===== src/rtl/truth_table_extractor.sv =====
// ---------------------------------------------------------------------------
// truth_table_extractor
//
// Characterises a 3-input combinational cell. The block steps the cell's
// inputs through all eight combinations, waits a settle time on each one,
// samples the cell output and builds the 8-bit truth-table code. Vector
// {in1,in2,in3} = 000 lands in code[7] and 111 lands in code[0]. The result
// is held under a valid/ack handshake.
//
// Parameters:
//   SETTLE_CYCLES - cycles each vector is held before sampling (2..255)
//   CNT_W         - width of the settle counter, must hold SETTLE_CYCLES
//
// Ports:
//   clk        - sole clock, rising edge
//   rst_n      - asynchronous active-low reset
//   start      - one-cycle sweep request, honoured only when idle
//   busy       - high while a sweep is in progress
//   drv_in1    - cell input in1 (vector MSB)
//   drv_in2    - cell input in2
//   drv_in3    - cell input in3 (vector LSB)
//   dut_out    - cell output, may be asynchronous to clk
//   code       - extracted truth-table code
//   code_valid - code is complete and stable
//   code_ack   - consumer accepts the code
// ---------------------------------------------------------------------------
module truth_table_extractor #(
   parameter int SETTLE_CYCLES = 4,
   parameter int CNT_W         = 8
) (
   input  logic       clk,
   input  logic       rst_n,
   input  logic       start,
   output logic       busy,
   output logic       drv_in1,
   output logic       drv_in2,
   output logic       drv_in3,
   input  logic       dut_out,
   output logic [7:0] code,
   output logic       code_valid,
   input  logic       code_ack
);

   // The synchroniser adds two cycles of delay between a vector change and
   // the sampled output, so fewer than two settle cycles would sample the
   // previous vector's response.
   generate
      if (SETTLE_CYCLES < 2 || SETTLE_CYCLES > 255) begin : g_bad_settle
         $error("truth_table_extractor: SETTLE_CYCLES must be in 2..255");
      end
      if (SETTLE_CYCLES > (2 ** CNT_W) - 1) begin : g_bad_cnt_w
         $error("truth_table_extractor: CNT_W too narrow for SETTLE_CYCLES");
      end
   endgenerate

   typedef enum logic [1:0] {
      IDLE,
      SETTLE,
      SAMPLE,
      DONE
   } state_t;

   localparam logic [CNT_W-1:0] CNT_LAST = CNT_W'(SETTLE_CYCLES - 1);

   state_t           state;
   state_t           state_next;
   logic [2:0]       idx;
   logic [2:0]       idx_next;
   logic [CNT_W-1:0] cnt;
   logic [CNT_W-1:0] cnt_next;
   logic [7:0]       code_q;
   logic [7:0]       code_next;
   logic             sync_1;
   logic             sync_2;

   // Two-flop synchroniser on the cell output. The cell is driven by our own
   // flops but its output path is treated as asynchronous, so it is never
   // used before passing through both stages.
   always_ff @(posedge clk or negedge rst_n) begin
      if (!rst_n) begin
         sync_1 <= 1'b0;
         sync_2 <= 1'b0;
      end else begin
         sync_1 <= dut_out;
         sync_2 <= sync_1;
      end
   end

   // State register plus the sweep bookkeeping: vector index, settle
   // counter and the code being assembled. All of it returns to zero on
   // reset, so a partially built code can never be presented as valid.
   always_ff @(posedge clk or negedge rst_n) begin
      if (!rst_n) begin
         state  <= IDLE;
         idx    <= 3'd0;
         cnt    <= '0;
         code_q <= 8'h00;
      end else begin
         state  <= state_next;
         idx    <= idx_next;
         cnt    <= cnt_next;
         code_q <= code_next;
      end
   end

   // Next-state logic. Each vector spends SETTLE_CYCLES cycles in SETTLE and
   // one cycle in SAMPLE. The index is left at 7 in DONE so the cell keeps
   // seeing 111 until the consumer acknowledges, then drops back to 000.
   // start is only looked at in IDLE, so it is ignored mid-sweep and also
   // loses to code_ack when both arrive in DONE.
   always_comb begin
      state_next = state;
      idx_next   = idx;
      cnt_next   = cnt;
      code_next  = code_q;
      case (state)
         IDLE: begin
            if (start) begin
               state_next = SETTLE;
               idx_next   = 3'd0;
               cnt_next   = '0;
               code_next  = 8'h00;
            end
         end
         SETTLE: begin
            if (cnt == CNT_LAST) begin
               state_next = SAMPLE;
               cnt_next   = '0;
            end else begin
               cnt_next = cnt + CNT_W'(1);
            end
         end
         SAMPLE: begin
            code_next[3'd7 - idx] = sync_2;
            cnt_next              = '0;
            if (idx == 3'd7) begin
               state_next = DONE;
            end else begin
               idx_next   = idx + 3'd1;
               state_next = SETTLE;
            end
         end
         DONE: begin
            if (code_ack) begin
               state_next = IDLE;
               idx_next   = 3'd0;
            end
         end
         default: begin
            state_next = IDLE;
         end
      endcase
   end

   // The cell inputs are the index directly; it is 000 whenever idle.
   assign {drv_in1, drv_in2, drv_in3} = idx;
   assign busy       = (state == SETTLE) || (state == SAMPLE);
   assign code_valid = (state == DONE);
   assign code       = code_q;

endmodule


===== config.mk =====
export PLATFORM = sky130hd
export DESIGN_NAME = truth_table_extractor
export DESIGN_NICKNAME = d
export VERILOG_FILES = /design/src/rtl/truth_table_extractor.sv
export SDC_FILE = /design/constraint.sdc
export NUM_CORES = 1
export LEC_CHECK = 0
export ABC_AREA = 1
export CELL_PAD_IN_SITES_DETAIL_PLACEMENT = 1
export CELL_PAD_IN_SITES_GLOBAL_PLACEMENT = 2
export CORE_UTILIZATION = 33
export DETAILED_ROUTE_END_ITERATION = 8
export GPL_ROUTABILITY_DRIVEN = 0
export PLACE_DENSITY = 0.9
export SYNTH_ARGS = -nofsm -noshare
export SYNTH_HDL_FRONTEND = slang
export SYNTH_SLANG_ARGS = --single-unit

===== constraint.sdc =====
create_clock -name clk -period 2.1 [get_ports clk]
set_clock_uncertainty 0.05 [all_clocks]
set_input_delay 0.315 -clock clk [delete_from_list [all_inputs] [get_ports clk]]
set_output_delay 0.315 -clock clk [all_outputs]
set_load 0.01 [all_outputs]

==> summary by stage <==
Run status
The flow ran to the end, and the final reports show no timing, DRC or antenna violations.

Floorplanning
The number of primary I/O pins is 18. The chip height is 65.4 µm. The standard-cell row count is 22.

For this configuration, the core starts out at a cell density of 35.2%. The chip width is 65.4 µm. The die area is 4280 µm². The core area is 3770 µm².

Placed design
The instance area at placement is 1540 µm². The placed wire-length estimate after detailed placement is 2400 µm. The number of placed instances, taps included is 237.

Buffers placed on the I/O ports in this run total 17.

Drt
The DRC marker count from the first detailed-route iteration is 29. The first TritonRoute pass finished after 4 iterations. The average detailed-routed wire length per instance is 13.0 µm.

The routed layout has 1,203 vias. The number of routed nets with antenna violations is 0. The mean number of vias per cell is 4.95.

The aggregate routed wire length is 3160 µm. The final routed DRC violation total is 0.

Worst setup path
The setup path with the least slack is of type flip-flop to output pin. Data on the critical path arrives at its endpoint at 1.65 ns. STA puts the critical path data required time at 1.74 ns.

The worst setup path is captured at an output pin. Walking the worst path, the cells encountered are inv_1 -> ha_1 -> clkdlybuf4s50_1. The worst path buffer plus inverter count is 2. The path depth of the worst reg2reg path is 9. The startpoint type of the worst setup path is a flip-flop.

The largest single stage delay on the critical path is 0.55 ns. The maximum fanout along the worst path is 5. The family of cells with the greatest summed delay on the critical path is buffers and inverters. Among all stages on the critical path, the largest delay is contributed by clkdlybuf4s50_1. The critical path depth in cells is 3.

Timing
Of the available clock period, the critical path in the final layout requires 95.8%. The number of max-slew violations in the final report was 0. The minimum clock period after layout is 2.01 ns. The final hold violation count is 0.

The maximum achievable frequency is 497 MHz. The worst relative slew slack is 77.1%. Setup repair after global routing left no endpoint under its margin. The total setup violations reported at the end of the flow is 0. The total negative slack for setup checks is 0 ns. The transition time at the pin with the least slew margin is 0.343 ns.

Min path
The worst hold path depth is 0. In this run the worst hold path is classified as flip-flop to flip-flop.

Global routing
The first global-routing pass estimated 5640 µm of wire. The via count of the first global-routing pass was 1,309. Entering global routing, the biggest net connects 24 pins.

Global routing consumed, over all layers together, 17.0% of the routing resources. The total grt overflow is 0. The initial antenna violation count is 0.

Clocking
TritonCTS built the clock tree. The clock network latency to the later pin of the worst-skew pair is 0.27 ns. Clock tree synthesis selected as its root buffer the cell clkbuf_8. The largest buffer count on any clock path is 2.

The post-CTS clock slew at the launch and capture registers of the worst setup and hold paths is 0.09 ns. The count of clock tree sinks is 23. In this run the number of H-tree levels came out at 1. The number of clock buffers added by TritonCTS is 3.

Buffers inserted to repair hold after CTS numbered 0.

Finish
Once layout is complete, the cells apart from fillers number 243. The finished cells cover 1610 µm². Leaving out fill and tap cells, the most frequent cell in the layout is nand2_1. The filler cells instantiated in the layout total 476. The core utilization of the finished layout is 42.6%. The fraction of final layout cells sized beyond drive strength 1 is 8.72%. The number of antenna repair diodes is 0. In the final design database the tool counted 209 nets.

Leaving out fill and tap cells, the most frequent cells in the layout are nand2_1, inv_1, dfrtp_1. The area growth from synthesis to layout is 20.9%.

Synthesis
The number of nets in the synthesized netlist is 187. The cell count after synthesis came out at 174. The most used flip-flop cell after synthesis is dfrtp_1. A synthesized cell averages 7.63 µm².

The synthesized netlist occupies a cell area of 1330 µm². Counting flops with an async set or reset pin after synthesis yields a share of 100%. Counting distinct cell types in the post-synthesis netlist gives 20. The number of synthesized flops with an enable pin is 0. The post-synthesis sequential element count is 23.

The register area share after synthesis is 43.4%. The Yosys step of the flow raised 0 warnings.

Job
The count of max-cap constraint violations is 0.

Power
The leakage dissipation is 0.798 nW. For this design the ratio of total power to cell area is 1020 nW/µm². The largest voltage drop on the vdd net is 0.682 mV.
where the power goes:
part | switching [mW] | internal (mW) | total, mW
sequential | 0.0681 | 0.504 | 0.572
clock | 0.151 | 0.136 | 0.287
combinational | 0.494 | 0.283 | 0.777
total | 0.714 | 0.922 | 1.64
cell usage after synthesis (2+ instances only):
| master | count | share of area [%] |
|---|---|---|
| dfrtp_1 | 23 | 43 |
| nor3_1 | 4 | 1.5 |
| nand3_1 | 11 | 4.1 |
| o21ai_1 | 2 | 0.75 |
| nand4_1 | 8 | 3.8 |
| o21ai_0 | 11 | 4.1 |
| nor2_1 | 7 | 2.0 |
| nand2_1 | 55 | 16 |
| buf_2 | 2 | 0.75 |
| a21oi_1 | 3 | 1.1 |
| ha_1 | 8 | 7.5 |
| nand2_2 | 6 | 2.8 |
| inv_1 | 25 | 7.1 |
| o22ai_1 | 3 | 1.4 |
per-layer routing:
layer	share of wire, %	global-route usage, %
met4	0.95	6.25
met2	49	30.2
met1	48	20.7
met3	2.2	2.60
met5	0	0
worst reg2reg max path, delay by kind of cell, from the launching register on:
| kind | cells | cell delay (ns) |
|---|---|---|
| and+or+nand+nor | 4 | 0.30 |
| AOI/OAI and AO/OA | 1 | 0.11 |
| buffers and inverters | 3 | 0.33 |
| DFF | 1 | 0.45 |
| adders and majority gates | 1 | 0.37 |
kinds of logic (layout without fill, tap and decap cells):
kind of cell / Yosys count / after routing / synth area share (%)
xor gates and xnor gates: 1 / 1 / 0.660
AOI/OAI and AO/OA: 20 / 20 / 8.11
buffers and inverters: 29 / 50 / 8.95
DFF: 23 / 23 / 43.4
adders and majority gates: 8 / 8 / 7.54
and+or+nand+nor: 93 / 93 / 31.4
registers in the layout, summed over array words and instances (netlist names):
register and flops:
cnt 8, sync_1 1, idx 3, sync_2 1
state 2, code 8
layout make-up:
type	count	area, µm²	share of cell area (%)
repair buffers	20	193	12.0
multi-input cells	122	633	39.4
inverters	26	97.6	6.08
flip-flops and latches	23	577	35.9
well taps	48	60.1	3.74
clock buffers	4	45.0	2.81
worst paths after layout:
check                          from  slack, ns        to
min in group asynchronous     rst_n       0.35  state[1]
min                          sync_1       0.31    sync_2
max                        state[1]       0.09      busy
max reg2reg                state[0]       0.39   code[6]
max in group asynchronous     rst_n       1.39  state[0]
min reg2reg                  sync_1       0.31    sync_2
per-stage QoR:
stage	setup slack [ns]	hold WS (ns)	power, mW
final	0.0887	0.312	1.64
after CTS	0.0598	0.311	1.64
after floorplan	0.642	-0.0306	1.11
after global placement	0.428	0.287	1.31
after detailed placement	0.368	0.290	1.34
after global routing	0.0182	0.323	1.79
repair_timing:
action	CTS	global route
buffers inserted	0	2
gates resized for setup	0	1
setup endpoints to repair	0	1
No activity file was read; power rests on OpenSTA's default activity.
